<file path="src/rtl/msm_counter_bank_if.sv">
// Control and status bundle for msm_counter_bank.
// The counter bank is the slave; whoever drives the requests is the master.
interface msm_counter_bank_if #(
  parameter int C_CHANNELS   = 4,
  parameter int C_WIDTH      = 16,
  parameter int C_STEP_WIDTH = 4
);
  logic                               clken;
  logic [C_CHANNELS-1:0]              load;
  logic [C_CHANNELS-1:0]              incr;
  logic [C_CHANNELS-1:0]              decr;
  logic [C_CHANNELS*C_STEP_WIDTH-1:0] step;
  logic [C_CHANNELS*C_WIDTH-1:0]      load_value;
  logic                               err_clr;
  logic [C_CHANNELS*C_WIDTH-1:0]      count;
  logic [C_CHANNELS-1:0]              is_zero;
  logic [C_CHANNELS-1:0]              is_max;
  logic [C_CHANNELS-1:0]              ovf;
  logic [C_CHANNELS-1:0]              unf;
  logic [C_CHANNELS-1:0]              err_sticky;
  logic                               all_zero;
  logic                               any_max;

  modport master (
    output clken, load, incr, decr, step, load_value, err_clr,
    input  count, is_zero, is_max, ovf, unf, err_sticky, all_zero, any_max
  );

  modport slave (
    input  clken, load, incr, decr, step, load_value, err_clr,
    output count, is_zero, is_max, ovf, unf, err_sticky, all_zero, any_max
  );
endinterface

</file>
<file path="src/rtl/msm_counter_bank.sv">
// Bank of independent up/down counters with per-channel load and step size,
// saturating or wrapping arithmetic, and registered zero/max/error status.
module msm_counter_bank #(
  parameter int                  C_CHANNELS   = 4,
  parameter int                  C_WIDTH      = 16,
  parameter int                  C_STEP_WIDTH = 4,
  parameter logic [C_WIDTH-1:0]  C_INIT       = '0,
  parameter bit                  C_SATURATE   = 1'b1
) (
  input  logic               clk,
  input  logic               rst_n,
  msm_counter_bank_if.slave  bus
);

  localparam logic [C_WIDTH-1:0] MAX_VAL   = '1;
  localparam bit                 INIT_ZERO = (C_INIT == '0);
  localparam bit                 INIT_MAX  = (C_INIT == MAX_VAL);

  logic [C_CHANNELS*C_WIDTH-1:0] cnt_q, cnt_d;
  logic [C_CHANNELS-1:0]         zero_q, zero_d;
  logic [C_CHANNELS-1:0]         max_q, max_d;
  logic [C_CHANNELS-1:0]         ovf_q, ovf_d;
  logic [C_CHANNELS-1:0]         unf_q, unf_d;
  logic [C_CHANNELS-1:0]         err_q, err_d;
  logic                          all_zero_q, any_max_q;

  for (genvar i = 0; i < C_CHANNELS; i++) begin : g_ch
    logic [C_WIDTH-1:0]      cur;
    logic [C_WIDTH-1:0]      nxt;
    logic [C_STEP_WIDTH-1:0] stp;
    logic [C_WIDTH:0]        sum;
    logic [C_WIDTH:0]        diff;
    logic                    o, u;

    assign cur  = cnt_q[i*C_WIDTH +: C_WIDTH];
    assign stp  = bus.step[i*C_STEP_WIDTH +: C_STEP_WIDTH];
    // One extra bit: carry out of sum means overflow, borrow out of diff means underflow.
    assign sum  = {1'b0, cur} + {{(C_WIDTH+1-C_STEP_WIDTH){1'b0}}, stp};
    assign diff = {1'b0, cur} - {{(C_WIDTH+1-C_STEP_WIDTH){1'b0}}, stp};

    always_comb begin
      nxt = cur;
      o   = 1'b0;
      u   = 1'b0;
      if (bus.load[i]) begin
        nxt = bus.load_value[i*C_WIDTH +: C_WIDTH];
      end else if (bus.incr[i] && !bus.decr[i]) begin
        o   = sum[C_WIDTH];
        nxt = (o && C_SATURATE) ? MAX_VAL : sum[C_WIDTH-1:0];
      end else if (bus.decr[i] && !bus.incr[i]) begin
        u   = diff[C_WIDTH];
        nxt = (u && C_SATURATE) ? '0 : diff[C_WIDTH-1:0];
      end
    end

    assign cnt_d[i*C_WIDTH +: C_WIDTH] = nxt;
    assign ovf_d[i]  = o;
    assign unf_d[i]  = u;
    assign zero_d[i] = (nxt == '0);
    assign max_d[i]  = (nxt == MAX_VAL);
  end

  // A new event in the same cycle as err_clr keeps the sticky bit set.
  assign err_d = (err_q & ~{C_CHANNELS{bus.err_clr}}) | ovf_d | unf_d;

  always_ff @(posedge clk or negedge rst_n) begin
    if (!rst_n) begin
      cnt_q      <= {C_CHANNELS{C_INIT}};
      zero_q     <= {C_CHANNELS{INIT_ZERO}};
      max_q      <= {C_CHANNELS{INIT_MAX}};
      ovf_q      <= '0;
      unf_q      <= '0;
      err_q      <= '0;
      all_zero_q <= INIT_ZERO;
      any_max_q  <= INIT_MAX;
    end else if (bus.clken) begin
      cnt_q      <= cnt_d;
      zero_q     <= zero_d;
      max_q      <= max_d;
      ovf_q      <= ovf_d;
      unf_q      <= unf_d;
      err_q      <= err_d;
      all_zero_q <= &zero_d;
      any_max_q  <= |max_d;
    end
  end

  assign bus.count      = cnt_q;
  assign bus.is_zero    = zero_q;
  assign bus.is_max     = max_q;
  assign bus.ovf        = ovf_q;
  assign bus.unf        = unf_q;
  assign bus.err_sticky = err_q;
  assign bus.all_zero   = all_zero_q;
  assign bus.any_max    = any_max_q;

endmodule

</file>
<file path="src/flat_wrapper.sv">
// flat-port wrapper written by rule: the top's interface ports become plain ports
module msm_counter_bank_flat 
#(
  parameter int                  C_CHANNELS   = 4,
  parameter int                  C_WIDTH      = 16,
  parameter int                  C_STEP_WIDTH = 4,
  parameter logic [C_WIDTH-1:0]  C_INIT       = '0,
  parameter bit                  C_SATURATE   = 1'b1
)
  (clk, rst_n, bus_clken, bus_load, bus_incr, bus_decr, bus_step, bus_load_value, bus_err_clr, bus_count, bus_is_zero, bus_is_max, bus_ovf, bus_unf, bus_err_sticky, bus_all_zero, bus_any_max);
  msm_counter_bank_if #(.C_CHANNELS(C_CHANNELS), .C_WIDTH(C_WIDTH), .C_STEP_WIDTH(C_STEP_WIDTH)) bus_i ();
  input  logic clk;
  input  logic rst_n;
  input wire logic [$bits(bus_i.clken)-1:0] bus_clken;
  input wire logic [$bits(bus_i.load)-1:0] bus_load;
  input wire logic [$bits(bus_i.incr)-1:0] bus_incr;
  input wire logic [$bits(bus_i.decr)-1:0] bus_decr;
  input wire logic [$bits(bus_i.step)-1:0] bus_step;
  input wire logic [$bits(bus_i.load_value)-1:0] bus_load_value;
  input wire logic [$bits(bus_i.err_clr)-1:0] bus_err_clr;
  output wire logic [$bits(bus_i.count)-1:0] bus_count;
  output wire logic [$bits(bus_i.is_zero)-1:0] bus_is_zero;
  output wire logic [$bits(bus_i.is_max)-1:0] bus_is_max;
  output wire logic [$bits(bus_i.ovf)-1:0] bus_ovf;
  output wire logic [$bits(bus_i.unf)-1:0] bus_unf;
  output wire logic [$bits(bus_i.err_sticky)-1:0] bus_err_sticky;
  output wire logic [$bits(bus_i.all_zero)-1:0] bus_all_zero;
  output wire logic [$bits(bus_i.any_max)-1:0] bus_any_max;
  assign bus_i.clken = bus_clken;
  assign bus_i.load = bus_load;
  assign bus_i.incr = bus_incr;
  assign bus_i.decr = bus_decr;
  assign bus_i.step = bus_step;
  assign bus_i.load_value = bus_load_value;
  assign bus_i.err_clr = bus_err_clr;
  assign bus_count = bus_i.count;
  assign bus_is_zero = bus_i.is_zero;
  assign bus_is_max = bus_i.is_max;
  assign bus_ovf = bus_i.ovf;
  assign bus_unf = bus_i.unf;
  assign bus_err_sticky = bus_i.err_sticky;
  assign bus_all_zero = bus_i.all_zero;
  assign bus_any_max = bus_i.any_max;
  msm_counter_bank #(.C_CHANNELS(C_CHANNELS), .C_WIDTH(C_WIDTH), .C_STEP_WIDTH(C_STEP_WIDTH), .C_INIT(C_INIT), .C_SATURATE(C_SATURATE)) u_core (.clk(clk), .rst_n(rst_n), .bus(bus_i));
endmodule
</file>
<file path="config.mk">
export PLATFORM = sky130hd
export DESIGN_NAME = msm_counter_bank_flat
export DESIGN_NICKNAME = d
export VERILOG_FILES = /design/src/rtl/msm_counter_bank_if.sv /design/src/rtl/msm_counter_bank.sv /design/src/flat_wrapper.sv
export SDC_FILE = /design/constraint.sdc
export NUM_CORES = 1
export LEC_CHECK = 0
export ABC_CLOCK_PERIOD_IN_PS = 6300
export BUFFER_PORTS_ARGS = -buffer_cell sky130_fd_sc_hd__buf_2
export CORE_ASPECT_RATIO = 1.75
export CORE_UTILIZATION = 37
export CTS_BUF_LIST = sky130_fd_sc_hd__clkbuf_4
export CTS_CLUSTER_DIAMETER = 200
export DETAILED_ROUTE_END_ITERATION = 6
export PLACE_DENSITY = 0.65
export RECOVER_POWER = 100
export SLEW_MARGIN = 30
export SYNTH_ARGS = -nofsm -noshare
export SYNTH_HDL_FRONTEND = slang
export SYNTH_SLANG_ARGS = --single-unit
</file>
<file path="constraint.sdc">
create_clock -name clk -period 6.3 [get_ports clk]
set_clock_uncertainty 0.05 [all_clocks]
set_input_delay 1.26 -clock clk [delete_from_list [all_inputs] [get_ports clk]]
set_output_delay 1.26 -clock clk [all_outputs]
set_load 0.05 [all_outputs]
</file>
==> metrics <==
status=complete, but fails checks; violated checks=design-rule violations, max-capacitance violations, max-slew violations; Slew headroom=-0.9834; Min Clock Period, post-route=roughly 5000 ps; post-layout instance area=roughly 10000 sq um; Post-Syn Area per Cell=between 7 and 8 sq um; CTS H-tree depth=3; DIE WIDTH=120.0 microns; leading area contributor after synthesis=dfrtp_1; met2 usage=0.4768; io pins=roughly 180; CTS resizes=0; Net Count, Synth=approximately 1300; worst skew pair latency=roughly 440 ps; hold buffers post-CTS=0; CTS root buf=clkbuf_4; I/O Buffers=between 150 and 200; Synth top area share=0.2249; CP Capture Type=register; fin util=0.4174; DRC Markers=3; Slew Viols, Final=74; Distinct cells, synth=slightly below 90; Num CTS Buffers=9; HP Class=reg2reg; layout overhead on the synthesized area=10.80%; Crit Path Max Fanout=between 70 and 80; Hold Vio Cnt, Final=0; reg2reg setup slack=approximately 1800 ps; initial antenna violation count=1; largest net degree at the start of global routing=approximately 80; Total GRT Usage=0.2653; DR WL/cell=a little over 20 microns; Placed Area=~10000 sq um; layer with the highest usage=met2; WS Path Type=in2reg; core box area=around 24000 sq um; Hold Path Cell Cnt=2; highest clock rate=between 150 and 200 MHz; Register-to-Register Path Depth=9; Synth Flop Type=dfrtp_1; Cells after Synth=between 1000 and 1500; YS warnings=0; drt initial violations=between 700 and 800; final worst-path cycle share=0.8003; end of the worst register-to-register path=u_core.bus.all_zero$_DFFE_PN1P_; Routed Antenna Nets=0; synthesized area=between 9000 and 10000 sq um; Starting Density=0.3767; Nets=around 1400; via count=~10000; Worst-path clk slew=between 100 and 150 ps; Synth area leaders=dfrtp_1, nor2_1, a21oi_1; Crit path arrival time=5320 ps; die area=around 25000 sq um; vias in the first global route=a little under 10000; max cap viols=1; Final HPWL DP=26.15 mm; sequential area share after synthesis=0.2395; min-delay src=u_core.bus.is_zero[1]$_DFFE_PN1P_; #FFs+latches synth=86; first-pass GRT wire length=52.01 mm; Post CTS Setup Buffer Count=0; final setup TNS=0 ps; Worst R2R Start=u_core.bus.count[42]$_DFFE_PN0P_; CTS tree=built; routing usage on met3=0.02796; Bufs on Longest Clock Path=2; WL final=33.56 mm; cell row count=75; Pleak=3.904 nW; GRT overflow=0; Hold EP=u_core.bus.is_zero[1]$_DFFE_PN1P_; die height=~210 microns; maximum vdd ir drop=just under 0.09 mV; Synth async-reset ratio=1.000; met1 usage=0.2835; Req. time, crit path=about 6600 ps; EDFF count, synth=0; share of layout cells above drive strength 1=0.1145; RSZ-0062 raised after global routing=no; CP Launch Type=primary input; RePlAce Congestion=approximately 1; measured slew at the worst slew-check pin=just under 3000 ps; clk sinks=between 80 and 90; first-pass detailed-route iteration total=7; Pwr per Cell Area=219.2 nW/um^2; Final setup viols=0; DR vias/cell=about 6
## layout by cell type (no fill, tap or decap), types with 14 or more instances in the layout
master / count
nor2_1: 124
nand2_1: 110
clkbuf_1: 98
a21oi_1: 92
buf_2: 88
dfrtp_1: 81
o21ai_0: 57
inv_1: 49
nor3_1: 41
nand3_1: 40
nor4_1: 37
ha_1: 36
xor2_1: 26
xnor2_1: 23
a211oi_1: 22
nand4_1: 21
nand2b_1: 21
nor2b_1: 18
a221oi_1: 17
o211ai_1: 17
or4_1: 16
or3_1: 15
a31oi_1: 14
## worst max path at each step
stage | startpoint | endpoint | slack, ps | cells past startpoint
floorplan | bus_step[0] | u_core.bus.all_zero$_DFFE_PN1P_ | 1730 | 10
global placement | bus_step[0] | u_core.bus.all_zero$_DFFE_PN1P_ | 1440 | 13
detailed placement | bus_step[0] | u_core.bus.all_zero$_DFFE_PN1P_ | 1340 | 13
CTS | bus_step[0] | u_core.bus.all_zero$_DFFE_PN1P_ | 1810 | 13
global route | bus_clken | u_core.bus.count[48]$_DFFE_PN0P_ | 820 | 5
finish | bus_clken | u_core.bus.count[50]$_DFFE_PN0P_ | 1260 | 4
## Yosys cell counts (all sizes together) (18+ instances only)
| cell | instances |
|---|---|
| a21oi | 92 |
| buf | 19 |
| or4 | 18 |
| nor3 | 42 |
| nand3 | 40 |
| nand2 | 110 |
| a211oi | 22 |
| clkbuf | 71 |
| xor2 | 26 |
| ha | 36 |
| nand2b | 21 |
| nor2b | 18 |
| a221oi | 18 |
| o21ai | 59 |
| xnor2 | 23 |
| inv | 49 |
| nor4 | 38 |
| dfrtp | 81 |
| nor2 | 125 |
| nand4 | 21 |
## final cells by class
cell class / count / area, sq um
well taps: 308 / 385.4
flip-flops and latches: 86 / 2158
clock inverters: 7 / 75.07
inverters: 49 / 183.9
diodes: 1 / 2.502
repair buffers: 194 / 869.6
clock buffers: 9 / 67.56
fillers: 2548 / 13940
multi-input cells: 965 / 6245
## per-stage QoR
stage / power (mW) / cells / hold WS, ps / setup slack [ps]
after floorplan: 1.559 / 1190 / 526.4 / 1731
after global placement: 1.872 / 1600 / 410.1 / 1438
after detailed placement: 1.879 / 1600 / 413.4 / 1340
after CTS: 2.206 / 1616 / 433.5 / 1807
after global routing: 2.327 / 1619 / 449.6 / 823.7
final: 2.189 / 1619 / 430.9 / 1258
## power breakdown
part | internal, mW | switching [mW] | leakage, nW | total [mW]
logic | 0.331 | 0.744 | 2.82 | 1.08
clock network | 0.121 | 0.197 | 0.0698 | 0.319
registers | 0.611 | 0.185 | 1.02 | 0.796
## sequential cells by signal (all words and copies together), names as in the netlist
name	flops
u_core.bus.unf	4
u_core.bus.is_zero	4
u_core.bus.all_zero	1
u_core.bus.count	64
u_core.bus.err_sticky	4
u_core.bus.any_max	1
u_core.bus.is_max	4
u_core.bus.ovf	4
## layer usage
layer	part of all wire	wire length [microns]
met5	0	0
met3	0.057	1918
met1	0.36	12000
met2	0.52	17370
met4	0.067	2263
## worst max-delay path, cell delays in order
cell and delay [ps]:
clkbuf_2 850, clkbuf_1 2160, nand2_1 600, o22a_1 370
## logic make-up (layout without fill, tap and decap cells)
family	Yosys count	count (layout)	synth area share
multiplexers	19	19	0.02290
AND/OR/NAND/NOR	505	505	0.2876
buffers and inverters	139	259	0.06552
adder cells (fa/ha/maj)	44	44	0.06774
flip-flops	86	86	0.2395
XOR/XNOR	49	49	0.04761
AO/OA/AOI/OAI	348	348	0.2692
other	0	1	0
Note: power is estimated with default switching activity, not from simulation.
